### config.mk
export PLATFORM = sky130hd
export DESIGN_NAME = cli_char_writer_flat
export DESIGN_NICKNAME = d
export VERILOG_FILES = /design/src/rtl/cli_char_writer_if.sv /design/src/rtl/cli_char_writer.sv /design/src/flat_wrapper.sv
export SDC_FILE = /design/constraint.sdc
export NUM_CORES = 1
export LEC_CHECK = 0
export BUFFER_PORTS_ARGS = -buffer_cell sky130_fd_sc_hd__clkbuf_2
export CAP_MARGIN = 30
export CELL_PAD_IN_SITES_DETAIL_PLACEMENT = 1
export CELL_PAD_IN_SITES_GLOBAL_PLACEMENT = 1
export CORE_UTILIZATION = 40
export DETAILED_ROUTE_END_ITERATION = 6
export PLACE_DENSITY = 0.77
export SLEW_MARGIN = 30
export SYNTH_ARGS = -nofsm -noshare
export SYNTH_HDL_FRONTEND = slang
export SYNTH_SLANG_ARGS = --single-unit
### constraint.sdc
create_clock -name clk -period 2.6 [get_ports clk]
set_input_delay 0.13 -clock clk [delete_from_list [all_inputs] [get_ports clk]]
set_output_delay 0.13 -clock clk [all_outputs]
set_load 0.005 [all_outputs]
### src/rtl/cli_char_writer_if.sv
// Port bundle for cli_char_writer: character stream in, cursor tracker link, VRAM write port.
// master = the surrounding system, slave = the writer.
interface cli_char_writer_if #(
  parameter int unsigned ADDR_W = 12
);
  logic              char_valid;
  logic [7:0]        char_data;
  logic              char_ready;
  logic [6:0]        x_pos;
  logic [5:0]        y_pos;
  logic              inc_ptr;
  logic              vram_we;
  logic [ADDR_W-1:0] vram_addr;
  logic [7:0]        vram_wdata;
  logic              busy;

  modport master (
    output char_valid, char_data, x_pos, y_pos,
    input  char_ready, inc_ptr, vram_we, vram_addr, vram_wdata, busy
  );

  modport slave (
    input  char_valid, char_data, x_pos, y_pos,
    output char_ready, inc_ptr, vram_we, vram_addr, vram_wdata, busy
  );
endinterface

### src/rtl/cli_char_writer.sv
// Console write stage: FIFO-buffered chars written to text VRAM at the cursor, then inc_ptr.
// Define CLI_CLEAR_EN to make 0x0C clear the whole screen to spaces.
module cli_char_writer #(
  parameter int unsigned COLS       = 100,
  parameter int unsigned ROWS       = 38,
  parameter int unsigned FIFO_DEPTH = 8,
  parameter int unsigned ADDR_W     = 12
) (
  input logic             clk,
  input logic             rst_n,
  cli_char_writer_if.slave bus
);

  localparam int unsigned PtrW  = (FIFO_DEPTH > 1) ? $clog2(FIFO_DEPTH) : 1;
  localparam int unsigned Cells = COLS * ROWS;

  if (Cells > (1 << ADDR_W)) begin : g_cells_check
    $error("cli_char_writer: COLS*ROWS does not fit in ADDR_W bits");
  end

  typedef enum logic [2:0] {
    StIdle,
    StLoad,
    StWrite,
    StAdv,
    StSettle,
`ifdef CLI_CLEAR_EN
    StNl,
    StClr
`else
    StNl
`endif
  } state_e;

  // FIFO
  logic [7:0]      mem_q [FIFO_DEPTH];
  logic [PtrW-1:0] wr_ptr_q, rd_ptr_q;
  logic [PtrW:0]   count_q;
  logic            full, empty, push, pop;

  // FSM
  state_e            state_q, state_d;
  logic [7:0]        char_q, char_d;
  logic              nl_q, nl_d;
  logic [ADDR_W-1:0] addr_q, addr_d;
  logic [7:0]        wdata_q, wdata_d;
  logic [ADDR_W-1:0] cell_addr;
  logic              we, inc;

  assign full  = (count_q == (PtrW+1)'(FIFO_DEPTH));
  assign empty = (count_q == '0);
  assign push  = bus.char_valid & ~full;
  assign pop   = (state_q == StIdle) & ~empty;

  always_ff @(posedge clk) begin
    if (!rst_n) begin
      wr_ptr_q <= '0;
      rd_ptr_q <= '0;
      count_q  <= '0;
    end else begin
      if (push) wr_ptr_q <= wr_ptr_q + 1'b1;
      if (pop)  rd_ptr_q <= rd_ptr_q + 1'b1;
      case ({push, pop})
        2'b10:   count_q <= count_q + 1'b1;
        2'b01:   count_q <= count_q - 1'b1;
        default: ;
      endcase
    end
  end

  always_ff @(posedge clk) begin
    if (push) mem_q[wr_ptr_q] <= bus.char_data;
  end

  assign cell_addr = ADDR_W'(bus.y_pos) * ADDR_W'(COLS) + ADDR_W'(bus.x_pos);

  always_ff @(posedge clk) begin
    if (!rst_n) begin
      state_q <= StIdle;
      char_q  <= '0;
      nl_q    <= 1'b0;
      addr_q  <= '0;
      wdata_q <= '0;
    end else begin
      state_q <= state_d;
      char_q  <= char_d;
      nl_q    <= nl_d;
      addr_q  <= addr_d;
      wdata_q <= wdata_d;
    end
  end

  always_comb begin
    state_d = state_q;
    char_d  = char_q;
    nl_d    = nl_q;
    addr_d  = addr_q;
    wdata_d = wdata_q;
    we      = 1'b0;
    inc     = 1'b0;
    unique case (state_q)
      StIdle: begin
        if (!empty) begin
          char_d  = mem_q[rd_ptr_q];
          state_d = StLoad;
        end
      end
      // addr/wdata only move on the way into a write so they hold while vram_we is low
      StLoad: begin
        if (char_q == 8'h0A) begin
          nl_d    = 1'b1;
          state_d = StNl;
`ifdef CLI_CLEAR_EN
        end else if (char_q == 8'h0C) begin
          addr_d  = '0;
          wdata_d = 8'h20;
          state_d = StClr;
`endif
        end else begin
          addr_d  = cell_addr;
          wdata_d = char_q;
          state_d = StWrite;
        end
      end
      StWrite: begin
        we      = 1'b1;
        state_d = StAdv;
      end
      StAdv: begin
        inc     = 1'b1;
        state_d = StSettle;
      end
      StSettle: begin
        if (nl_q && (bus.x_pos != 7'd0)) begin
          state_d = StAdv;
        end else begin
          nl_d    = 1'b0;
          state_d = StIdle;
        end
      end
      StNl: state_d = StAdv;
`ifdef CLI_CLEAR_EN
      StClr: begin
        we = 1'b1;
        if (addr_q == ADDR_W'(Cells - 1)) state_d = StIdle;
        else                              addr_d  = addr_q + 1'b1;
      end
`endif
      default: state_d = StIdle;
    endcase
  end

  assign bus.char_ready = ~full;
  assign bus.inc_ptr    = inc;
  assign bus.vram_we    = we;
  assign bus.vram_addr  = addr_q;
  assign bus.vram_wdata = wdata_q;
  assign bus.busy       = (state_q != StIdle) | ~empty;

endmodule

### src/flat_wrapper.sv
// flat-port wrapper written by rule: the top's interface ports become plain ports
module cli_char_writer_flat 
#(
  parameter int unsigned COLS       = 100,
  parameter int unsigned ROWS       = 38,
  parameter int unsigned FIFO_DEPTH = 8,
  parameter int unsigned ADDR_W     = 12
)
  (clk, rst_n, bus_char_valid, bus_char_data, bus_x_pos, bus_y_pos, bus_char_ready, bus_inc_ptr, bus_vram_we, bus_vram_addr, bus_vram_wdata, bus_busy);
  cli_char_writer_if #(.ADDR_W(ADDR_W)) bus_i ();
  input logic clk;
  input logic rst_n;
  input wire logic [$bits(bus_i.char_valid)-1:0] bus_char_valid;
  input wire logic [$bits(bus_i.char_data)-1:0] bus_char_data;
  input wire logic [$bits(bus_i.x_pos)-1:0] bus_x_pos;
  input wire logic [$bits(bus_i.y_pos)-1:0] bus_y_pos;
  output wire logic [$bits(bus_i.char_ready)-1:0] bus_char_ready;
  output wire logic [$bits(bus_i.inc_ptr)-1:0] bus_inc_ptr;
  output wire logic [$bits(bus_i.vram_we)-1:0] bus_vram_we;
  output wire logic [$bits(bus_i.vram_addr)-1:0] bus_vram_addr;
  output wire logic [$bits(bus_i.vram_wdata)-1:0] bus_vram_wdata;
  output wire logic [$bits(bus_i.busy)-1:0] bus_busy;
  assign bus_i.char_valid = bus_char_valid;
  assign bus_i.char_data = bus_char_data;
  assign bus_i.x_pos = bus_x_pos;
  assign bus_i.y_pos = bus_y_pos;
  assign bus_char_ready = bus_i.char_ready;
  assign bus_inc_ptr = bus_i.inc_ptr;
  assign bus_vram_we = bus_i.vram_we;
  assign bus_vram_addr = bus_i.vram_addr;
  assign bus_vram_wdata = bus_i.vram_wdata;
  assign bus_busy = bus_i.busy;
  cli_char_writer #(.COLS(COLS), .ROWS(ROWS), .FIFO_DEPTH(FIFO_DEPTH), .ADDR_W(ADDR_W)) u_core (.clk(clk), .rst_n(rst_n), .bus(bus_i));
endmodule
Yosys cells after proc, flatten, opt, wreduce, memory -nomap -nowiden:

Memories as Yosys holds them, arrays and structs flattened. A register that Yosys moved wholly into a read port is not among the register bits.
Index checks and enable logic that the tools add are counted.

* register bits: 34
* RAM bits: 64
* input bits: 24
* word-level logic and storage cells: 56
* memories kept: 1

Memories
* u_core.mem_q: words 8, bits a word 8, rd ports 1, clocked after memory_dff 1, wr ports 1, line cli_char_writer.sv:36 `logic [7:0] mem_q [FIFO_DEPTH];`

* $add $sub $neg: 5
* $mul: 1
* equal/unequal tests: 12
* mux-type cells: 12
* bitwise logic cells: 6
* reductions and logical operators: 12

Operator list (number)
* 3-bit one-hot mux with 5 select lines: 1
* 12-bit by 7-bit adder with 12-bit output: 1
* 6-bit by 5-bit multiplier with 10-bit output, second input constant: 1
* 8-bit by 4-bit equality test with 1-bit output, second input constant: 1
* 4-bit one-hot mux with 2 select lines: 1
* 7-bit nonzero test: 1
* 3-bit by 1-bit adder with 3-bit output, second input constant: 2
* 3-bit by 2-bit equality test with 1-bit output, second input constant: 2
* 3-bit equality test, second input constant: 2
* 1-bit two-way mux: 6
* 3-bit two-way mux: 2
* 4-bit by 1-bit adder with 4-bit output, second input constant: 1
* 4-bit equality test, second input constant: 1
* 4-bit logical NOT: 1
* 2-bit != test, second input constant: 2
* 2-bit AND reduction: 2
* 2-bit nonzero test: 2
* 4-bit by 1-bit subtractor with 4-bit output, second input constant: 1
* 3-bit by 1-bit equality test with 1-bit output, second input constant: 1
* 3-bit logical NOT: 1
* 1-bit NOT: 3
* 3-bit AND reduction: 1
* 3-bit nonzero test: 1
* 1-bit bitwise AND: 2
* other kinds (9): 9

Longest topological paths before layout:

* depth in word-level cells: 5
* mapped depth: 11
* gate-level depth less buffers: 11

Worst setup path before layout:

Ideal clock, no wire load.

* kind: input to register
* start: in bus_y_pos[1]
* end: reg u_core.addr_q[11] (netlist: u_core.bus.vram_addr[11])
* library setup time: 0.074 ns
* arrival: 2.386 ns
* required time: 2.526 ns
* path slack: 0.140 ns
* cell stages on the path: 10
* path buffers: 0
* path through: ha_1 > ha_1 > ha_1 > inv_1 > fa_1 > nand2b_1 > a21oi_1 > xnor2_1 > a2111o_1 > a31oi_1

* longest elaborated chain between the ends: 2

Ends and longest elaborated chain
* start: declaration: line flat_wrapper.sv:16 `input wire logic [$bits(bus_i.y_pos)-1:0] bus_y_pos;`
* 6-bit by 5-bit multiplier with 10-bit output: line cli_char_writer.sv:75 `assign cell_addr = ADDR_W'(bus.y_pos) * ADDR_W'(COLS) + ADDR_W'(bus.x_pos);`
* 12-bit by 7-bit adder with 12-bit output: line cli_char_writer.sv:75
* end signal: assignment: line cli_char_writer.sv:88 `addr_q <= addr_d;`
* end: declaration: line cli_char_writer.sv:45 `logic [ADDR_W-1:0] addr_q, addr_d;`

Every way passes these cells.
A chain may end at the register's enable or synchronous reset.

Final worst setup path:

* start: reg u_core.count_q[0]
* end: reg u_core.count_q[3]

* longest elaborated chain between the ends: 5

Ends and longest elaborated chain
* start: declaration: line cli_char_writer.sv:38 `logic [PtrW:0] count_q;`
* start signal: assignment: line cli_char_writer.sv:64 `2'b10: count_q <= count_q + 1'b1;`
* start signal: assignment: line cli_char_writer.sv:65 `2'b01: count_q <= count_q - 1'b1;`
* 4-bit equality test or 4-bit logical NOT (tied branches): line cli_char_writer.sv:50, cli_char_writer.sv:51
* 1-bit NOT (on tied branches): line cli_char_writer.sv:52, cli_char_writer.sv:53
* 1-bit bitwise AND (on tied branches): line cli_char_writer.sv:52, cli_char_writer.sv:53
* 2-bit by 1-bit equality test with 1-bit output or 2-bit equality test (tied branches): line cli_char_writer.sv:63 `case ({push, pop})`
* 4-bit one-hot mux with 2 select lines or 2-bit nonzero test (tied branches)

Parallel ways exist; a longest one is shown, timed or not.

==> results.toml <==
[worst_setup_path]
cpLargestDelayFamily = "simple AND/OR/NAND/NOR gates"
endpoint_kind = "register"
cp_slowest_cell = "dfxtp_1"
slowest_delay_ps = 360
crit_arrival_ps = 2700
crit_type = "register to register"
critPathLaunchType = "register"
cp.buffers_inverters = 1
crit_chain = "nor4_1, buf_4, nor3_2, ha_1, ha_1, a21o_1, a21oi_1, xnor2_1, or3_1, a21oi_1"
path_max_fanout = 5
required_ps = 2880

[routing]
routed_wl_um = 9970
avgViaCountPerCell = 5.28
drt-met1-wl_um = 4300
wl_met3_um = 382
highest_layer = "met4"
drtPass1Iterations = 6
met2_length_um = 5160
ant_nets = 0
vias = 3041
route.detailed.drc = 8
wl_per_cell_um = 17.3
drt_iter0_drc = 84

[power_and_ir_drop]
max-vdd-ir-drop_mv = 0.450
p_leak_nw = 2.12
p_per_area_nw_per_um2 = 959

[place]
portBuffers = 47
dpl_cell_area_sq_um = 5300
dp_hpwl_um = 7260
place_congestion = 0.759
dp_cells = 560

[grt]
grt_pass1_wl_um = 16700
grt_use_total = 0.174
gr-total-overflow = 0
grt_max_degree = 38
antenna_found_initial = 0
grt_pass1_vias = 3302

[synth]
synth.distinct_cells = 46
synth-edff-count = 64
synth_seq_cells = 106
postSynthAreaPerCell_sq_um = 13.2
ys_seq_area_frac = 0.573
syn_nets = 421
yosysWarnings = 0
synth_area_sq_um = 4820
synth-main-ff-cell = "edfxtp_1"
synth-async-reset-ratio = 0
syn_inst = 364

[sta]
fin_hold_ws_ps = 51.9
worst_pin_slew_ps = 721
setup_violations = 0
rsz0062_at_grt = "no"
final.setup_skew_ps = 5.66
fmax_ghz = 0.412
min_period_ps = 2430
fin_crit_sh = 0.934
finalHoldViolCount = 0
finalSetupTns_ps = 0
slew_violations = 0
max_slew_margin = 0.519

[die]
core.rowCount = 39
die-area_sq_um = 12500
core-area_sq_um = 11600
die_w_um = 112
start_util = 0.417
die_h_um = 112
io-pin-count = 48

[final_layout]
final_core_util = 0.484
antenna_cells = 0
fin_cells = 576
design_area_sq_um = 5600
drive_above_1_share = 0.249
areaGrowthSynthToFinish_pct = 16.1
nNetsFinal = 485

[outcome]
status = "finished with violations"
violations = "design-rule violations"

[clocking]
cts_setup_buffers = 0
htreeDepth = 3
clock_sinks = 106
cts_tree = "built"
cts_root_buf = "clkbuf_16"
cts_hold_buf = 0
ctsResizeCount = 0
clock_latency_ps = 350
cts.clk_slew.worst_paths_ps = 70
cts_made_buffers = 9
clockBufferDepth = 2

[job]
drv_cap = 0

[min_path]
hp-class = "input pin to register"
==> kinds of logic (layout without fill, tap and decap cells) <==
family,count (synthesis),count (layout),share of synthesized area
XOR/XNOR,16,16,0.0291
buffers and inverters,28,97,0.0291
multiplexers,37,37,0.118
adder cells (fa/ha/maj),33,33,0.0903
AND/OR/NAND/NOR,90,90,0.0851
flip-flops,106,106,0.573
AO/OA/AOI/OAI,54,54,0.0752
==> cells in the final DEF (no fill, tap or decap), types with 5 or more instances in the layout <==
master	synthesis	routed
buf_4	2	19
xnor2_1	11	11
clkbuf_16	0	9
xor2_1	5	5
nand3_1	6	6
inv_1	13	13
o21ai_0	9	9
nand2_1	12	12
mux2i_1	21	21
ha_1	30	30
nand2b_1	5	5
a211oi_1	13	13
clkbuf_2	1	47
mux4_2	16	16
nor2_1	49	49
edfxtp_1	64	64
dfxtp_1	42	42
a21oi_1	14	14
==> metal layers <==
| metal | track usage | vias up |
|---|---|---|
| met3 | 0.0392 | 12 |
| met5 | 0 | - |
| met4 | 0.0505 | 0 |
| li1 | - | 1475 |
| met2 | 0.319 | 59 |
| met1 | 0.203 | 1495 |
==> worst reg2reg max path, stage by stage (launching register included) <==
cell	delay (ps)
dfxtp_1	360
nor4_1	340
buf_4	180
nor3_2	50
ha_1	240
ha_1	280
a21o_1	180
a21oi_1	170
xnor2_1	110
or3_1	310
a21oi_1	140
==> cell type report <==
cell class / count / area [sq um]
Clock buffer: 9 / 225
Clock inverter: 7 / 68.8
Fill cell: 1203 / 5970
Inverter: 15 / 56.3
Multi-Input combinational cell: 230 / 1930
Sequential cell: 106 / 2760
Tap cell: 143 / 179
Timing Repair Buffer: 66 / 378
==> where the power goes <==
group	total (mW)	internal, mW	switching [mW]
sequential	2.23	2.03	0.198
clock	1.32	0.677	0.645
combinational	1.81	0.846	0.967
total	5.37	3.56	1.81
==> metrics by stage <==
stage                     setup WS [ps]  power (mW)
after floorplan                     140        3.55
after global placement            -46.9        3.99
after detailed placement           -143        4.10
after CTS                           160        5.43
after global routing               9.51        5.71
final                               172        5.37
==> cell usage after synthesis (all sizes together), types with 2 or more instances <==
master | instances | share of area
a211oi | 14 | 0.023
dfxtp | 42 | 0.17
nor2 | 49 | 0.038
o21ai | 10 | 0.010
edfxtp | 64 | 0.40
or3 | 2 | 0.0026
clkbuf | 3 | 0.0026
a31oi | 3 | 0.0039
xnor2 | 11 | 0.020
buf | 10 | 0.015
a21o | 4 | 0.0062
nand3 | 6 | 0.0062
nand2b | 5 | 0.0065
mux2i | 21 | 0.044
or2 | 4 | 0.0052
xor2 | 5 | 0.0091
fa | 3 | 0.012
ha | 30 | 0.078
o21bai | 2 | 0.0031
mux4 | 16 | 0.075
nor3 | 5 | 0.0062
a21oi | 14 | 0.015
inv | 15 | 0.012
nand2 | 12 | 0.0093
nor2b | 2 | 0.0026
==> flip-flops by register name, indices dropped and copies added (netlist names) <==
signal                 flops
u_core.char_q              8
u_core.mem_q              64
u_core.rd_ptr_q            3
u_core.count_q             4
u_core.wr_ptr_q            3
u_core.nl_q                1
u_core.bus.vram_wdata      8
u_core.bus.vram_addr      12
u_core.state_q             3
==> final timing paths <==
| path | slack (ps) | to | cells after the start | start |
|---|---|---|---|---|
| worst min register to register | 480 | u_core.bus.vram_wdata[5] | 2 | u_core.bus.vram_wdata[5] |
| worst min-delay path | 50 | u_core.bus.vram_addr[0] | 3 | bus_x_pos[0] |
| worst max-delay path | 170 | u_core.count_q[3] | 10 | u_core.count_q[0] |
| worst max register to register | 170 | u_core.count_q[3] | 10 | u_core.count_q[0] |
Power figures use the tool's default switching activity.
